===== config.mk =====
export PLATFORM = sky130hd
export DESIGN_NAME = updown_count_decoder
export DESIGN_NICKNAME = d
export VERILOG_FILES = /design/src/rtl/updown_count_decoder.sv
export SDC_FILE = /design/constraint.sdc
export NUM_CORES = 1
export LEC_CHECK = 0
export BUFFER_PORTS_ARGS = -buffer_cell sky130_fd_sc_hd__buf_4
export CAP_MARGIN = 10
export CORE_AREA = 10 10 54 56
export CTS_CLUSTER_SIZE = 25
export DETAILED_ROUTE_END_ITERATION = 6
export DIE_AREA = 0 0 64 66
export RECOVER_POWER = 100
export SYNTH_ARGS = -nofsm -noshare
export SYNTH_HDL_FRONTEND = slang
export SYNTH_SLANG_ARGS = --single-unit

===== constraint.sdc =====
create_clock -name clk -period 4.4 [get_ports clk]
set_clock_uncertainty 0.2 [all_clocks]
set_input_delay 0.22 -clock clk [delete_from_list [all_inputs] [get_ports clk]]
set_output_delay 0.22 -clock clk [all_outputs]
set_load 0.03 [all_outputs]

===== src/rtl/updown_count_decoder.sv =====
// Decoder/checker for an up/down counter: recovers direction from q, flags bad steps and L values.
// Optional: define UPDOWN_DEC_DIRCHG_ERR_EN to treat a direction reversal in LOCKED as a step error.
module updown_count_decoder #(
   parameter int WIDTH    = 2,
   parameter int ERRCNT_W = 4
) (
   input  logic                clk,
   input  logic                reset,
   input  logic [WIDTH-1:0]    q_in,
   input  logic                l_in,
   input  logic                clr,
   output logic                dir,
   output logic                dir_valid,
   output logic                step_err,
   output logic                l_err,
   output logic                err_sticky,
   output logic [ERRCNT_W-1:0] err_cnt
);

   typedef enum logic [1:0] {
      EMPTY  = 2'd0,
      PRIMED = 2'd1,
      LOCKED = 2'd2
   } state_t;

   state_t              state_q, state_d;
   logic [WIDTH-1:0]    q_prev_q, q_prev_d;
   logic                dir_q, dir_d;
   logic                dir_valid_q, dir_valid_d;
   logic                step_err_q, step_err_d;
   logic                l_err_q, l_err_d;
   logic                err_sticky_q, err_sticky_d;
   logic [ERRCNT_W-1:0] err_cnt_q, err_cnt_d;

   logic [WIDTH-1:0]    delta;
   logic                step_up, step_dn, step_hold;
   logic                l_exp, err_event;

   // Modular difference makes the wrap steps (max->0, 0->max) look like ordinary +-1 steps.
   always_comb begin
      delta     = q_in - q_prev_q;
      step_up   = (delta == {{(WIDTH-1){1'b0}}, 1'b1});
      step_dn   = (delta == {WIDTH{1'b1}});
      step_hold = (delta == '0);
   end

   always_comb begin
      state_d      = state_q;
      q_prev_d     = q_in;
      dir_d        = dir_q;
      dir_valid_d  = dir_valid_q;
      step_err_d   = 1'b0;
      l_err_d      = 1'b0;
      err_sticky_d = err_sticky_q;
      err_cnt_d    = err_cnt_q;
      l_exp        = 1'b0;
      err_event    = 1'b0;

      case (state_q)
         EMPTY: begin
            state_d = PRIMED;
         end
         PRIMED: begin
            if (step_up || step_dn) begin
               dir_d       = step_up;
               dir_valid_d = 1'b1;
               state_d     = LOCKED;
            end else if (!step_hold) begin
               step_err_d = 1'b1;
            end
         end
         LOCKED: begin
            if (step_up || step_dn) begin
`ifdef UPDOWN_DEC_DIRCHG_ERR_EN
               if (step_up != dir_q) step_err_d = 1'b1;
`endif
               dir_d = step_up;
            end else if (!step_hold) begin
               step_err_d = 1'b1;
            end
            // L is judged against the direction after this sample's update.
            l_exp   = dir_d ? (q_in == {WIDTH{1'b1}}) : (q_in == '0);
            l_err_d = (l_in != l_exp);
         end
         default: begin
            state_d = EMPTY;
         end
      endcase

      // A simultaneous step and L fault is a single event; an error beats clr.
      err_event = step_err_d | l_err_d;
      if (clr) begin
         err_sticky_d = 1'b0;
         err_cnt_d    = '0;
      end
      if (err_event) begin
         err_sticky_d = 1'b1;
         if (clr)
            err_cnt_d = ERRCNT_W'(1);
         else if (err_cnt_q != {ERRCNT_W{1'b1}})
            err_cnt_d = err_cnt_q + ERRCNT_W'(1);
      end
   end

   always_ff @(posedge clk or negedge reset) begin
      if (!reset) begin
         state_q      <= EMPTY;
         q_prev_q     <= '0;
         dir_q        <= 1'b0;
         dir_valid_q  <= 1'b0;
         step_err_q   <= 1'b0;
         l_err_q      <= 1'b0;
         err_sticky_q <= 1'b0;
         err_cnt_q    <= '0;
      end else begin
         state_q      <= state_d;
         q_prev_q     <= q_prev_d;
         dir_q        <= dir_d;
         dir_valid_q  <= dir_valid_d;
         step_err_q   <= step_err_d;
         l_err_q      <= l_err_d;
         err_sticky_q <= err_sticky_d;
         err_cnt_q    <= err_cnt_d;
      end
   end

   assign dir        = dir_q;
   assign dir_valid  = dir_valid_q;
   assign step_err   = step_err_q;
   assign l_err      = l_err_q;
   assign err_sticky = err_sticky_q;
   assign err_cnt    = err_cnt_q;

endmodule


==> metrics.cfg, run 1 <==
[outcome]
status = finished clean

[yosys]
synth_most_common_cell = dfrtp_1
synth_async_sr_flop_share_pct = 100
yosysTopAreaCellShare_pct = 44.4
synth_edf_count = 0
avgSynthCellArea_um2 = 10.6
synth_cell_types = 29
synth_fp_nets = 80
synth.area.top_cells = dfrtp_1 (44%), ha_1 (8.5%), inv_1 (4.1%)
ys_ff_latch = 13
ys_seq_area_share_pct = 44.4
ys_top_cells_by_count = dfrtp_1 (13), inv_1 (8), a21oi_1 (5), ha_1 (5), nor2_1 (5)
yosysWarnings = 0
synthCells = 69
syn_area_um2 = 732
synth_ff_type = dfrtp_1
synth_top_cell_by_area = dfrtp_1

[die]
ios = 15
die_x_um = 64
floorplan.initialDensity_pct = 38.5
rows = 16
die_y_um = 66
core_area_um2 = 1900
die_area_um2 = 4220

[clock_tree]
cts.sinks = 13
clk_pin_slew_ns = 0.08
cts_setup_buffers = 0
clkLatencyLatePin_ns = 0.27
cts_tree = done
htreeDepth = 1
cts_buffers = 3
cts-root-buf = clkbuf_4
cts_max_path_buffers = 2

[timing]
min_period_ns = 2.53
fmaxAchievable_mhz = 395
rsz0062_at_grt = no
whs_ns = 0.00401
setup_viol = 0
tightest_slew_ns = 0.701
relSlewSlack_pct = 53.3
min_period_over_period_pct = 57.6
setup_tns_ns = 0
hold_viol = 0
timing.final.max_slew_violations = 0

[setup_path]
end_kind = flop
cp_slowest_cell = dlygate4sd3_1
cp_cell_sequence = dlygate4sd3_1 > clkbuf_1 > inv_1 > ha_1 > nand3b_1 > a21oi_1 > nand4bb_1 > o21ai_0 > mux2_4
critical_path.startpoint = q_in[0]
r2r.worst_path.cells = 6
worst-path-buf-inv = 3
worstPathRequired_ns = 4.36
r2r_setup_slack_ns = 2.22
r2r_end = err_cnt[2]
start_kind = input pin
r2r-start = q_prev_q[0]
arrival_ns = 2.50
critPathKind = input pin to flop
cp_max_fo = 9
crit_family = buffers and inverters
slowest_delay_ns = 0.53

[placement]
place_hpwl_mm = 1.13
gp_congestion = 0.739
placedCellCount = 109
io_buffers = 14

[flow_run]
drv_cap = 0

[detailed_routing]
ant_nets = 0
drt_pass1_iterations = 4
first_iter_violations = 8
drc = 0
vias = 540
postRouteWirelength_mm = 1.45
wl_per_cell_um = 12.5
vias_per_cell = 4.66

[cells_and_area]
area_growth_syn_to_layout_pct = 15.6
final_nets = 101
final_cells = 116
diodes = 0
drive_gt1_share_pct = 8.99
fillCellCount = 201

[global_route]
grt_first_pass_wirelength_mm = 2.55
grt_max_degree = 14
grt_antenna_before_repair = 0
grt_pass1_vias = 575
grt_use_total_pct = 7.51
grt-ovfl-total = 0

[hold_path]
hold_end = err_sticky
holdCritPathClass = input pin to flop
hp-start = clr
holdPathStages = 2

[power]
p_leak_nw = 0.384
peakVddDrop_uv = 198
powerDensity_nw_per_um2 = 485

[worst max path at each step]
stage	endpoint	slack [ns]	cells past startpoint
5_1_grt	err_cnt[2]	1.68	9
4_1_cts	err_cnt[2]	2.08	9
3_5_place_dp	err_cnt[2]	2.34	8
3_3_place_gp	err_cnt[2]	2.39	8
6_report	err_cnt[2]	1.87	9
2_1_floorplan	err_cnt[2]	2.47	7
[final cells by class]
class / instances / area, µm² / share of cell area (%)
clock buffer: 4 / 26.3 / 3.11
inverter: 8 / 30.0 / 3.55
multi-input combinational: 47 / 340 / 40.2
sequential: 13 / 325 / 38.5
tap: 27 / 33.8 / 3.99
timing repair buffer: 17 / 90.1 / 10.7
[layer usage]
metal | track usage (%) | wire length (µm) | up-vias
met4 | 3.28 | 13 | 0
li1 | - | - | 275
met1 | 8.69 | 663 | 255
met5 | 0 | 0 | -
met3 | 3.39 | 85 | 2
met2 | 11.7 | 689 | 8
[cells by family (layout without fill, tap and decap cells)]
logic type               count (synthesis)  in the layout  synth area share [%]
AND/OR/NAND/NOR                         21             21                  19.0
AO/OA/AOI/OAI                           15             15                  14.9
flip-flops                              13             13                  44.4
buffers and inverters                    9             29                  4.79
adder cells (fa/ha/maj)                  5              5                  8.55
XOR/XNOR                                 3              3                  3.59
multiplexers                             3              3                  4.79
[per-stage QoR]
| step | utilization (%) | worst slack, ns | instance area, µm² | total power (W) |
|---|---|---|---|---|
| CTS | 48.5 | 2.08 | 922 | 0.000445 |
| global route | 44.5 | 1.68 | 846 | 0.000441 |
| detailed placement | 45.5 | 2.34 | 866 | 0.000366 |
| global placement | 45.5 | 2.39 | 866 | 0.000363 |
| finish | 44.5 | 1.87 | 846 | 0.000410 |
| floorplan | - | 2.47 | 732 | 0.000303 |
[flip-flops by register name (all words and copies together) (netlist names)]
name	cells
dir	1
step_err	1
err_cnt	4
state_q	2
q_prev_q	2
l_err	1
dir_valid	1
err_sticky	1
[cells in the final DEF (no fill, tap or decap), types with 2 or more instances in the layout]
cell type	count
nand2_1	2
inv_1	8
nand3_1	2
nand2b_1	3
dfrtp_1	13
a21oi_1	5
nor2_1	6
buf_4	2
ha_1	5
clkbuf_1	13
xnor2_1	2
nor3_1	2
mux2i_1	2
dlygate4sd3_1	3
o21ai_0	4
clkbuf_4	3
[power breakdown]
part	total, W	internal (W)	switching, W
Clock	0.0000759	0.0000351	0.0000408
Combinational	0.000170	0.0000570	0.000113
Sequential	0.000165	0.000147	0.0000175
Total	0.000410	0.000239	0.000171
[worst reg2reg max path, cell delays in order, from the launching register on]
cell and delay [ns]:
dfrtp_1 0.38, ha_1 0.44, nand3b_1 0.15, a21oi_1 0.04, nand4bb_1 0.28, o21ai_0 0.26
mux2_4 0.32
[timing repair]
| item | CTS | global route |
|---|---|---|
| gates resized for setup | 0 | 0 |
| hold endpoints to repair | 15 | 0 |
| hold buffers | 3 | 0 |
No activity file was read; power rests on OpenSTA's default activity.
==> inputs of run 2 (changes only) <==
==> constraint.sdc (replaced) <==
create_clock -name clk -period 2.63 [get_ports clk]
set_clock_uncertainty 0.2 [all_clocks]
set_input_delay 0.1315 -clock clk [delete_from_list [all_inputs] [get_ports clk]]
set_output_delay 0.1315 -clock clk [all_outputs]
set_load 0.03 [all_outputs]
==> run 2 against run 1 <==
Compared with the run above:
- design area is 4.0% higher
- power grew 71%
- core utilization grew 1.8 points
- routed wire length is 0.55% higher
- final cell count increased by 0.86%
- combinational power rose by 75%
- count of clock-buffer cells in the layout did not move
- die area stayed put
- critical path type unchanged
- critical endpoint unchanged
==> metrics.cfg, run 2 (synthesis gave the netlist of run 1 again) <==
[outcome]
status = finished clean

[setup_path]
critPathKind = input pin to flop
r2r_setup_slack_ns = 0.59  ; -1.63 ns
cp_max_fo = 9  ; unchanged
arrival_ns = 2.28  ; -0.22 ns
r2r_end = err_cnt[2]
r2r-start = q_prev_q[0]
worstPathRequired_ns = 2.60  ; -1.76 ns
end_kind = flop
r2r.worst_path.cells = 6  ; unchanged
start_kind = input pin

[detailed_routing]
wl_per_cell_um = 12.5  ; -0.31%
ant_nets = 0  ; unchanged
first_iter_violations = 16  ; +8
vias = 554  ; +2.6%
vias_per_cell = 4.74  ; +1.7%
postRouteWirelength_mm = 1.46  ; +0.55%
drt_pass1_iterations = 4  ; unchanged
drc = 0  ; unchanged

[power]
p_leak_nw = 0.394  ; +2.6%
peakVddDrop_uv = 339  ; +71%
powerDensity_nw_per_um2 = 795  ; +64%
power.total_w = 0.000700  ; +71%

[timing]
tightest_slew_ns = 0.703  ; +0.00158 ns
fmaxAchievable_mhz = 433
setup_viol = 0  ; unchanged
rsz0062_at_grt = no
min_period_over_period_pct = 87.9
whs_ns = 0.120  ; +0.116 ns
setup_tns_ns = 0  ; unchanged
timing.final.max_slew_violations = 0  ; unchanged
hold_viol = 0  ; unchanged
min_period_ns = 2.31
relSlewSlack_pct = 53.2  ; -0.11 points

[cells_and_area]
final_nets = 102  ; +0.99%
fillCellCount = 205  ; +2.0%
diodes = 0  ; unchanged
multiInputGateArea_um2 = 364  ; +7.0%
final_cells = 117  ; +0.86%
seqCellArea_um2 = 325  ; unchanged
largest_register_ffs = 4  ; unchanged
drive_gt1_share_pct = 12.2  ; +3.2 points
area_growth_syn_to_layout_pct = 20.2
final_cell_mix = clkbuf_1 (13), dfrtp_1 (13), inv_1 (8)

[clock_tree]
cts_max_path_buffers = 2  ; unchanged
cts_setup_buffers = 0  ; unchanged
post_cts_resized = 0  ; unchanged
cts_buffers = 3  ; unchanged
cts.sinks = 13  ; unchanged
cts-root-buf = clkbuf_4
htreeDepth = 1  ; unchanged
cts_tree = done
clk_pin_slew_ns = 0.08  ; about the same
clkLatencyLatePin_ns = 0.28  ; about the same
hold_buffers = 4  ; +1

[global_route]
grt-ovfl-total = 0  ; unchanged
met1_usage_pct = 8.60  ; -0.088 points
met3_usage_pct = 3.39  ; unchanged
grt_pass1_vias = 624  ; +8.5%
grt_antenna_before_repair = 0  ; unchanged
grt_first_pass_wirelength_mm = 2.64  ; +3.8%
grt_use_total_pct = 7.79  ; +0.28 points
grt_max_degree = 14  ; unchanged
use_met2_pct = 11.9  ; +0.25 points
grt-busiest-layer = met2

[die]
floorplan.initialDensity_pct = 38.5  ; unchanged
ios = 15  ; unchanged
die_y_um = 66  ; unchanged
rows = 16  ; unchanged
die_area_um2 = 4220  ; unchanged
core_area_um2 = 1900  ; unchanged
die_x_um = 64  ; unchanged

[placement]
io_buffers = 14  ; unchanged
placedCellCount = 109  ; unchanged
gp_congestion = 0.749  ; +1.4%
place_hpwl_mm = 1.13  ; about the same

[hold_path]
hold_end = l_err
holdPathStages = 4  ; +2
hp-start = l_in
holdCritPathClass = input pin to flop

[flow_run]
drv_cap = 0  ; unchanged

-- run 2: report_power, final --
group          switching [W]  internal, W  leakage, nW
sequential         0.0000318     0.000246        0.163
combinational       0.000193     0.000104        0.216
clock              0.0000657    0.0000589       0.0150
-- run 2: final cells by class --
type | instances | share of cell area [%]
Clock buffer | 4 | 2.99
Multi-Input combinational cell | 47 | 41.4
Sequential cell | 13 | 37.0
Tap cell | 27 | 3.84
Inverter | 8 | 3.41
Timing Repair Buffer | 18 | 11.4
-- run 2: worst max-delay path by stage --
| stage | from | endpoint | slack, ns | depth (start not counted) |
|---|---|---|---|---|
| 2_1_floorplan | q_prev_q[0] | err_cnt[2] | 0.70 | 7 |
| 3_3_place_gp | q_prev_q[0] | err_cnt[2] | 0.63 | 6 |
| 3_5_place_dp | q_prev_q[0] | err_cnt[2] | 0.60 | 6 |
| 4_1_cts | q_in[0] | err_cnt[2] | 0.42 | 9 |
| 5_1_grt | q_in[0] | err_cnt[3] | 0.13 | 9 |
| 6_report | q_in[0] | err_cnt[2] | 0.32 | 9 |
-- run 2: metal layers --
| layer | share of wire, % | wire length, µm | vias up |
|---|---|---|---|
| li1 | - | - | 280 |
| met1 | 46 | 666 | 256 |
| met2 | 45 | 659 | 13 |
| met3 | 6.7 | 98 | 5 |
| met4 | 2.4 | 35 | 0 |
| met5 | 0 | 0 | - |
-- run 2: worst max-delay path: stages --
cell	delay (ns)
dlygate4sd3_1	0.52
clkbuf_1	0.20
inv_1	0.07
ha_1	0.42
nand3b_1	0.15
a21oi_1	0.04
nand4bb_4	0.27
o21ai_2	0.16
mux2_4	0.30
-- run 2: stage by stage --
| step | cell area [µm²] | utilization (%) | worst slack, ns |
|---|---|---|---|
| 6_report | 880 | 46.3 | 0.319 |
| 3_5_place_dp | 866 | 45.5 | 0.596 |
| 2_1_floorplan | 732 | - | 0.695 |
| 4_1_cts | 932 | 49.0 | 0.416 |
| 3_3_place_gp | 866 | 45.5 | 0.629 |
| 5_1_grt | 880 | 46.3 | 0.135 |
